File: src/rtl/spdif_pkg.sv
// S/PDIF sample pairer shared types, widths and helpers.
// Latency: n/a (declarations only).
// Backpressure: n/a.
package spdif_pkg;

  localparam int SAMPLE_W = 24;
  localparam int CNT_W    = 8;
  localparam int LEVEL_W  = SAMPLE_W - 1;

  localparam logic LRCK_LEFT  = 1'b0;
  localparam logic LRCK_RIGHT = 1'b1;

  typedef enum logic {
    WAIT_L = 1'b0,
    HAVE_L = 1'b1
  } pair_state_t;

  // Magnitude of a two's-complement sample in LEVEL_W bits. The most negative
  // code has no positive counterpart, so it clamps to full scale. For every
  // other negative value the low bits of ~s + 1 are the exact magnitude.
  function automatic logic [LEVEL_W-1:0] abs_sat(input logic [SAMPLE_W-1:0] s);
    if (s == {1'b1, {(SAMPLE_W-1){1'b0}}}) begin
      return '1;
    end else if (s[SAMPLE_W-1]) begin
      return (~s[LEVEL_W-1:0]) + 1'b1;
    end else begin
      return s[LEVEL_W-1:0];
    end
  endfunction

endpackage

File: src/rtl/spdif_pair_fifo.sv
// Stereo-pair FIFO, first-word fall-through, with synchronous flush.
// Latency: a push at cycle n is visible on dout/!empty at cycle n+1; no bypass.
// Backpressure: exposes full; a push while full is accepted only together with a pop.
//
// Ports:
//   clk, rst_n   clock, async active-low reset (pointers and storage cleared)
//   push, din    write request and WIDTH-bit data
//   pop          consume the head entry (ignored while empty)
//   flush        discard all entries; wins over a same-cycle push and pop
//   dout         head entry (holds stale data while empty)
//   full, empty  occupancy flags
module spdif_pair_fifo #(
  parameter int DEPTH_LOG2 = 2,
  parameter int WIDTH      = 48
) (
  input  logic             clk,
  input  logic             rst_n,
  input  logic             push,
  input  logic             pop,
  input  logic             flush,
  input  logic [WIDTH-1:0] din,
  output logic [WIDTH-1:0] dout,
  output logic             full,
  output logic             empty
);

  localparam int DEPTH = 1 << DEPTH_LOG2;

  // One extra pointer bit separates the full and empty cases when the
  // index bits are equal.
  logic [DEPTH_LOG2:0] wr_ptr;
  logic [DEPTH_LOG2:0] rd_ptr;
  logic [WIDTH-1:0]    mem [DEPTH];
  logic                wr_en;
  logic                rd_en;

  assign empty = (wr_ptr == rd_ptr);
  assign full  = (wr_ptr == {~rd_ptr[DEPTH_LOG2], rd_ptr[DEPTH_LOG2-1:0]});

  // When full, a pop frees the head slot, which is exactly the slot the
  // write pointer addresses, so push and pop can both proceed.
  assign wr_en = push && (!full || pop) && !flush;
  assign rd_en = pop && !empty && !flush;

  assign dout = mem[rd_ptr[DEPTH_LOG2-1:0]];

  always_ff @(posedge clk or negedge rst_n) begin
    if (!rst_n) begin
      wr_ptr <= '0;
      rd_ptr <= '0;
      for (int i = 0; i < DEPTH; i++) begin
        mem[i] <= '0;
      end
    end else if (flush) begin
      rd_ptr <= wr_ptr;
    end else begin
      if (wr_en) begin
        mem[wr_ptr[DEPTH_LOG2-1:0]] <= din;
        wr_ptr <= wr_ptr + 1'b1;
      end
      if (rd_en) begin
        rd_ptr <= rd_ptr + 1'b1;
      end
    end
  end

endmodule

File: src/rtl/spdif_sample_pairer.sv
// Pairs S/PDIF left/right subframes into stereo pairs and buffers them for the mixer.
// Latency: pair visible on data_l_o/data_r_o with valid_o one cycle after the right-subframe ack.
// Backpressure: FIFO absorbs ready_i stalls; pairs arriving while full (and not popped) are dropped and counted.
//
// Ports:
//   clk, rst_n               clock, async active-low reset
//   data_i, ack_i, lrck_i    DAI sample, one-cycle strobe, channel (0 = left, 1 = right)
//   locked_i                 DAI lock; low forces the pairer back to waiting for a left subframe
//   data_l_o, data_r_o       head pair; valid_o = FIFO not empty; ready_i pops the head
//   drop_count_o             saturating count of pairs lost to overflow
//   orphan_count_o           saturating count of unpaired subframes discarded
//   level_l_o, level_r_o,    peak magnitude trackers with clear; present only when
//   level_clr_i              SPDIF_PAIR_LEVEL_EN is defined
module spdif_sample_pairer
  import spdif_pkg::*;
#(
  parameter int FIFO_DEPTH_LOG2 = 2,
  parameter int FLUSH_ON_UNLOCK = 1
) (
  input  logic                clk,
  input  logic                rst_n,
  input  logic [SAMPLE_W-1:0] data_i,
  input  logic                ack_i,
  input  logic                lrck_i,
  input  logic                locked_i,
  output logic [SAMPLE_W-1:0] data_l_o,
  output logic [SAMPLE_W-1:0] data_r_o,
  output logic                valid_o,
  input  logic                ready_i,
  output logic [CNT_W-1:0]    drop_count_o,
`ifdef SPDIF_PAIR_LEVEL_EN
  output logic [LEVEL_W-1:0]  level_l_o,
  output logic [LEVEL_W-1:0]  level_r_o,
  input  logic                level_clr_i,
`endif
  output logic [CNT_W-1:0]    orphan_count_o
);

  pair_state_t           state;
  logic [SAMPLE_W-1:0]   hold;
  logic                  pair_push;
  logic                  pop;
  logic                  flush;
  logic                  fifo_full;
  logic                  fifo_empty;
  logic [2*SAMPLE_W-1:0] fifo_dout;

  // A pair completes when a right subframe arrives with a left one held.
  assign pair_push = ack_i && locked_i && (state == HAVE_L) && (lrck_i == LRCK_RIGHT);
  assign pop       = valid_o && ready_i;
  assign flush     = (FLUSH_ON_UNLOCK != 0) && !locked_i;

  assign valid_o  = !fifo_empty;
  assign data_l_o = fifo_dout[2*SAMPLE_W-1:SAMPLE_W];
  assign data_r_o = fifo_dout[SAMPLE_W-1:0];

  spdif_pair_fifo #(
    .DEPTH_LOG2 (FIFO_DEPTH_LOG2),
    .WIDTH      (2*SAMPLE_W)
  ) u_fifo (
    .clk   (clk),
    .rst_n (rst_n),
    .push  (pair_push),
    .pop   (pop),
    .flush (flush),
    .din   ({hold, data_i}),
    .dout  (fifo_dout),
    .full  (fifo_full),
    .empty (fifo_empty)
  );

  // Pairing FSM and orphan accounting. Lock loss overrides any ack.
  always_ff @(posedge clk or negedge rst_n) begin
    if (!rst_n) begin
      state          <= WAIT_L;
      hold           <= '0;
      orphan_count_o <= '0;
    end else if (!locked_i) begin
      state <= WAIT_L;
    end else if (ack_i) begin
      case (state)
        WAIT_L: begin
          if (lrck_i == LRCK_LEFT) begin
            hold  <= data_i;
            state <= HAVE_L;
          end else if (orphan_count_o != '1) begin
            orphan_count_o <= orphan_count_o + 1'b1;
          end
        end
        HAVE_L: begin
          if (lrck_i == LRCK_RIGHT) begin
            state <= WAIT_L;
          end else begin
            // A second left replaces the first; the first becomes the orphan.
            hold <= data_i;
            if (orphan_count_o != '1) begin
              orphan_count_o <= orphan_count_o + 1'b1;
            end
          end
        end
        default: state <= WAIT_L;
      endcase
    end
  end

  // Overflow only when no same-cycle pop makes room.
  always_ff @(posedge clk or negedge rst_n) begin
    if (!rst_n) begin
      drop_count_o <= '0;
    end else if (pair_push && fifo_full && !pop && (drop_count_o != '1)) begin
      drop_count_o <= drop_count_o + 1'b1;
    end
  end

`ifdef SPDIF_PAIR_LEVEL_EN
  logic [LEVEL_W-1:0] abs_l;
  logic [LEVEL_W-1:0] abs_r;

  assign abs_l = abs_sat(hold);
  assign abs_r = abs_sat(data_i);

  // Clear restarts the peak from the same-cycle pair if there is one.
  always_ff @(posedge clk or negedge rst_n) begin
    if (!rst_n) begin
      level_l_o <= '0;
      level_r_o <= '0;
    end else if (level_clr_i) begin
      level_l_o <= pair_push ? abs_l : '0;
      level_r_o <= pair_push ? abs_r : '0;
    end else if (pair_push) begin
      if (abs_l > level_l_o) level_l_o <= abs_l;
      if (abs_r > level_r_o) level_r_o <= abs_r;
    end
  end
`endif

endmodule

File: config.mk
export PLATFORM = sky130hd
export DESIGN_NAME = spdif_sample_pairer
export DESIGN_NICKNAME = d
export VERILOG_FILES = /design/src/rtl/spdif_pkg.sv /design/src/rtl/spdif_pair_fifo.sv /design/src/rtl/spdif_sample_pairer.sv
export SDC_FILE = /design/constraint.sdc
export NUM_CORES = 1
export LEC_CHECK = 0
export ABC_AREA = 1
export BUFFER_PORTS_ARGS = -buffer_cell sky130_fd_sc_hd__buf_2
export CAP_MARGIN = 0
export CORE_MARGIN = 8
export CORE_UTILIZATION = 40
export DETAILED_ROUTE_END_ITERATION = 8
export GPL_TIMING_DRIVEN = 0
export SLEW_MARGIN = 5
export SYNTH_ARGS = -nofsm -noshare
export SYNTH_HDL_FRONTEND = slang
export SYNTH_SLANG_ARGS = --single-unit
File: constraint.sdc
create_clock -name clk -period 1.62 [get_ports clk]
set_input_delay 0.081 -clock clk [delete_from_list [all_inputs] [get_ports clk]]
set_output_delay 0.081 -clock clk [all_outputs]
set_load 0.1 [all_outputs]
; Word-level counts from Yosys, hierarchy flattened
; Cells that the tools add are included.
[op_classes]
n_eq_ne = 8
n_bitwise = 5
muxes = 16
shifts = 0
div_mod_pow = 0
mul = 0
order_cmp = 3
add_sub_neg = 4
reduce_logical = 19
[op_table]
columns = cell, count
row1 = $bwmux W192, 1
row2 = $mux W48, 3
row3 = $bmux W48 S2, 1
row4 = $demux W48 S2, 1
row5 = $mux W24, 1
row6 = $mux W8, 3
row7 = $add A8 B1 Y8 const B, 2
row8 = $ne A8 B8 Y1 const B, 2
row9 = $pmux W8 S2, 1
row10 = $logic_and A1 B1 Y1, 12
row11 = $add A3 B1 Y3 const B, 2
row12 = $eq A3 B3 Y1, 2
row13 = $ge A3 B3 Y1 const B, 2
row14 = $mux W3, 2
row15 = $ne A2 B2 Y1 const B, 3
row16 = $not A2 Y3, 2
row17 = $reduce_and A4 Y1, 1
row18 = $logic_not A1 Y1, 3
row19 = $lt A3 B1 Y1 const B, 1
row20 = $mux W1, 3
row21 = $not A1 Y1, 3
row22 = $reduce_and A3 Y1, 1
row23 = $ne A2 B1 Y1 const B, 1
row24 = $reduce_and A2 Y1, 1
row25 = $logic_or A1 B1 Y1, 1
[word_totals]
mem_count = 0
romBits = 0
regBits = 239
mem_bits_rw = 0
inputBits = 30
latchBits = 0

; Depth between registers and ports, before layout
[depth]
word_depth = 7
ltp_mapped = 12
mapped_depth_nobuf = 9

; Cells and area by module
; From an unflattened synthesis, not the netlist that was laid out.
[hier_totals]
cells_unflattened = 1454
hier_area_um2 = 11667.4
[by_module_without_submodules]
columns = mod, cells_each, seq_area_each_um2, instances, area_per_inst_um2
row1 = spdif_pair_fifo, 1190, 4954.8, 1, 9621.7
row2 = spdif_sample_pairer, 264, 1026.0, 1, 2045.7

; Least setup slack after synthesis
; OpenSTA, ideal clock, no wires.
[synth_timing]
path_kind = reg-to-output
startpoint = register u_fifo.rd_ptr[0]
endpoint = output data_l_o[10]
t_required_ns = 1.539
path_stages_with_launch = 6
n_path_buf = 3
setup_slack_ns = -1.043
arrival_ns = 2.582
cell_sequence = dfrtp_1 > buf_4 > clkbuf_1 > clkbuf_1 > nor2_1 > o22ai_1
[synth_between]
elab_chain_len = 4
[synth_lines]
columns = item, line_no
row1 = "start, declared", spdif_pair_fifo.sv:32  ; logic [DEPTH_LOG2:0] rd_ptr;
row2 = "start signal, assigned", spdif_pair_fifo.sv:55  ; rd_ptr <= wr_ptr;
row3 = "start signal, assigned", spdif_pair_fifo.sv:62  ; rd_ptr <= rd_ptr + 1'b1;
row4 = $not A2 Y3 (implied by the code), spdif_pair_fifo.sv:45  ; assign dout = mem[rd_ptr[DEPTH_LOG2-1:0]];
row5 = $bmux W48 S2, spdif_pair_fifo.sv:45
row6 = $mux W48 (implied by the code) (2 in series), spdif_pair_fifo.sv:45
row7 = "end, declared", spdif_sample_pairer.sv:26  ; output logic [SAMPLE_W-1:0] data_l_o,
; Every way passes these cells. The select of a mux whose other input is x is not followed.

; Worst setup path after layout
[layout_timing]
startpoint = register u_fifo.rd_ptr[1]
endpoint = output data_r_o[18]
[layout_between]
elab_chain_len = 4
[layout_lines]
columns = item, line_no
row1 = $not A2 Y3 (implied by the code), spdif_pair_fifo.sv:45
row2 = $bmux W48 S2, spdif_pair_fifo.sv:45
row3 = $mux W48 (implied by the code) (2 in series), spdif_pair_fifo.sv:45
row4 = "end, declared", spdif_sample_pairer.sv:27  ; output logic [SAMPLE_W-1:0] data_r_o,
; Every way passes these cells. The select of a mux whose other input is x is not followed.

==> metrics.csv <==
metric,value,unit
outcome,"finished, violations left",
violations,negative setup slack,
p_clk_share,19.3,%
first_iter_violations,941,
netlist.area_leader.share,51.5,%
cts_tree,done,
chipHeight,186,um
synth_seq_cells,239,
clk_pin_slew,0.06,ns
io_buffer_count,94,
dr_total_vias,10911,
wirelength,41.1,mm
crit_fanout,10,
fp-row-count,62,
hold_violations,0,
hp-start,locked_i,
r2r_slack,-0.43,ns
power_density,2050,nW/um^2
overflow,0,
yosysMostFrequentCell,nand2_1,
fin_ws,-0.471,ns
rr_endpoint,u_fifo.mem[50],
ios,95,
cts_buffers,28,
slew_violations,0,
worstSetupStartpointType,flip-flop,
antenna_found_initial,0,
dp_slack,-0.872,ns
coreArea,28600,um^2
fin_nets,1610,
synth_warnings,0,
vias_per_cell,5.52,
place_inst,1874,
cpMaxStageDelayCell,dfrtp_2,
syn2layout_area_growth,41.5,%
finalHoldWorstSlack,0.0941,ns
finalWeightedCongestion,0.875,
dr.pass1.iters,5,
crit_buf_inv,4,
cts.htree.levels,1,
netSwitchingFraction,47.5,%
grt_start_max_net_pins,107,
tns,-79.34,ns
drv_cap,0,
crit_family,buffers and inverters,
insertion_delay,0.56,ns
path_class,reg2out,
grt_pass1_vias,10907,
postSynthNetCount,1431,
grt_pass1_wl,64.2,mm
critPathRequiredTime,1.54,ns
ir_drop,1.96,mV
fillers,2501,
synth_async_sr_flop_share,100,%
dp_hpwl,27.8,mm
rsz0062_at_grt,yes,
synth_cells,1394,
fin_skew,0.0265,ns
reg2reg_from,u_fifo.rd_ptr[1],
p_sw,16.0,mW
clockRootBuffer,clkbuf_16,
period_share,129,%
die_x,186,um
timing.final.crit_period,2.09,ns
setup_viol,252,
hold_class,in2reg,
power_frac_comb,58.0,%
die-area,34700,um^2
clock-sinks,239,
start_util,40.6,%
ys_top_cells_by_count,"486 x nand2_1, 239 x dfrtp_1, 202 x nand4_1",
drc_errors,0,
whs_path_depth,4,
grt_use_total,23.1,%
final_core_util,57.4,%
path_cells,inv_4 -> clkbuf_16 -> clkbuf_8 -> o21ai_1 -> o22ai_4 -> buf_12,
synth.area.top_cells,"dfrtp_1 52%, nand2_1 16%, nand4_1 11%",
clk_path_buf_depth,3,
p_int,17.7,mW
worst_pin_slew,0.604,ns
n_antenna_cell,0,
critPathArrivalTime,2.01,ns
fmax,0.478,GHz
ys_seq_area_share,51.5,%
synth-edff-count,0,
r2r_cells,12,
fin_cells,1978,
synth_top_area_cell,dfrtp_1,
syn_area,11600,um^2
p_leak,8.06,nW
ys_types,25,
hold_path_end,u_fifo.rd_ptr[1],
synth_area_per_cell,8.33,um^2
drive_above_1_share,26.8,%
drt-wirelength-per-cell,20.8,um
relSlewSlack,59.7,%
endpoint_kind,output port,
ys.flop_type,dfrtp_1,
seqPwrFrac,22.7,%
slowest_delay,0.49,ns
detail-route-antenna-nets,0,
-- worst reg2reg max path: stages (launching register included) --
cell	delay, ns
dfrtp_2	0.49
buf_4	0.17
buf_4	0.13
nand2_1	0.05
nand2_1	0.06
nor2_2	0.09
nand2_2	0.08
buf_4	0.14
buf_8	0.14
bufbuf_16	0.28
buf_6	0.14
nand4_1	0.07
nand2_1	0.07
-- state kept, by name, summed over array words and instances, names as in the netlist --
| signal | cells |
|---|---|
| state | 1 |
| u_fifo.rd_ptr | 3 |
| drop_count_o | 8 |
| orphan_count_o | 8 |
| hold | 24 |
| u_fifo.mem | 192 |
| u_fifo.wr_ptr | 3 |
-- stage by stage --
step                power [mW]  area (um^2)
detailed placement        22.6        13400
floorplan                 19.6        12400
finish                    33.7        16400
CTS                       33.4        16100
global placement          22.5        13300
global route              35.0        16400
-- per-layer routing --
| layer | global-route usage [%] | part of all wire (%) |
|---|---|---|
| met1 | 30.8 | 44 |
| met2 | 36.6 | 46 |
| met3 | 4.87 | 6.8 |
| met4 | 7.91 | 3.2 |
| met5 | 0 | 0 |
-- final cells by class --
cell class / count / area [um^2] / area share [%]
Tap cell: 384 / 480 / 2.93
Inverter: 28 / 115 / 0.701
Sequential cell: 239 / 6010 / 36.6
Clock inverter: 12 / 146 / 0.891
Timing Repair Buffer: 150 / 1910 / 11.7
Timing Repair inverter: 1 / 6.26 / 0.0381
Clock buffer: 39 / 803 / 4.89
Buffer: 119 / 1180 / 7.19
Multi-Input combinational cell: 1006 / 5770 / 35.1
-- power groups by stage --
stage | combinational [mW] | clock, mW | sequential, mW
after floorplan | 11.9 | 0 | 7.70
after global placement | 14.8 | 0 | 7.60
after detailed placement | 14.9 | 0 | 7.63
after CTS | 19.2 | 6.65 | 7.60
after global routing | 20.4 | 6.85 | 7.75
final | 19.6 | 6.51 | 7.65
-- cells in the final DEF, fill, tap and decap left out, drive strengths merged --
cell / n
nand2: 486
dfrtp: 239
nand4: 202
buf: 190
nor2: 106
o21ai: 103
clkbuf: 87
o22ai: 48
inv: 30
dlygate4sd3: 28
mux2: 24
nand3: 19
ha: 7
clkinv: 6
xor2: 4
nand3b: 3
bufinv: 3
bufbuf: 3
xnor2: 2
clkinvlp: 2
or2: 1
nor3: 1
-- logic make-up (layout without fill, tap and decap cells) --
family / count (synthesis) / after routing / synth area share [%]
simple gates: 818 / 818 / 31.3
flops: 239 / 239 / 51.5
compound gates: 151 / 151 / 7.03
buf+inv: 149 / 349 / 6.64
mux: 24 / 24 / 2.33
fa+ha+maj: 7 / 7 / 0.754
xor+xnor: 6 / 6 / 0.453
-- how the worst max path moves through the flow --
stage | startpoint | end | slack (ns) | depth (start not counted)
finish | u_fifo.rd_ptr[1] | data_r_o[18] | -0.47 | 6
global route | u_fifo.rd_ptr[1] | data_r_o[13] | -0.53 | 6
CTS | u_fifo.rd_ptr[0] | data_r_o[10] | -0.48 | 7
detailed placement | u_fifo.rd_ptr[0] | data_l_o[18] | -0.87 | 6
global placement | rst_n | drop_count_o[1] | -4.89 | 1
floorplan | u_fifo.rd_ptr[0] | data_l_o[15] | -0.17 | 6
-- what timing repair did --
| action | CTS | global route |
|---|---|---|
| endpoints found under the setup margin | 252 | 253 |
| hold buffers | 28 | 0 |
| gates resized for setup | 449 | 66 |
| endpoints found under the hold margin | 234 | 0 |
| pin swaps | 1 | 6 |
| cloned | 6 | 4 |
| setup buffers | 11 | 6 |
Power figures use the tool's default switching activity.
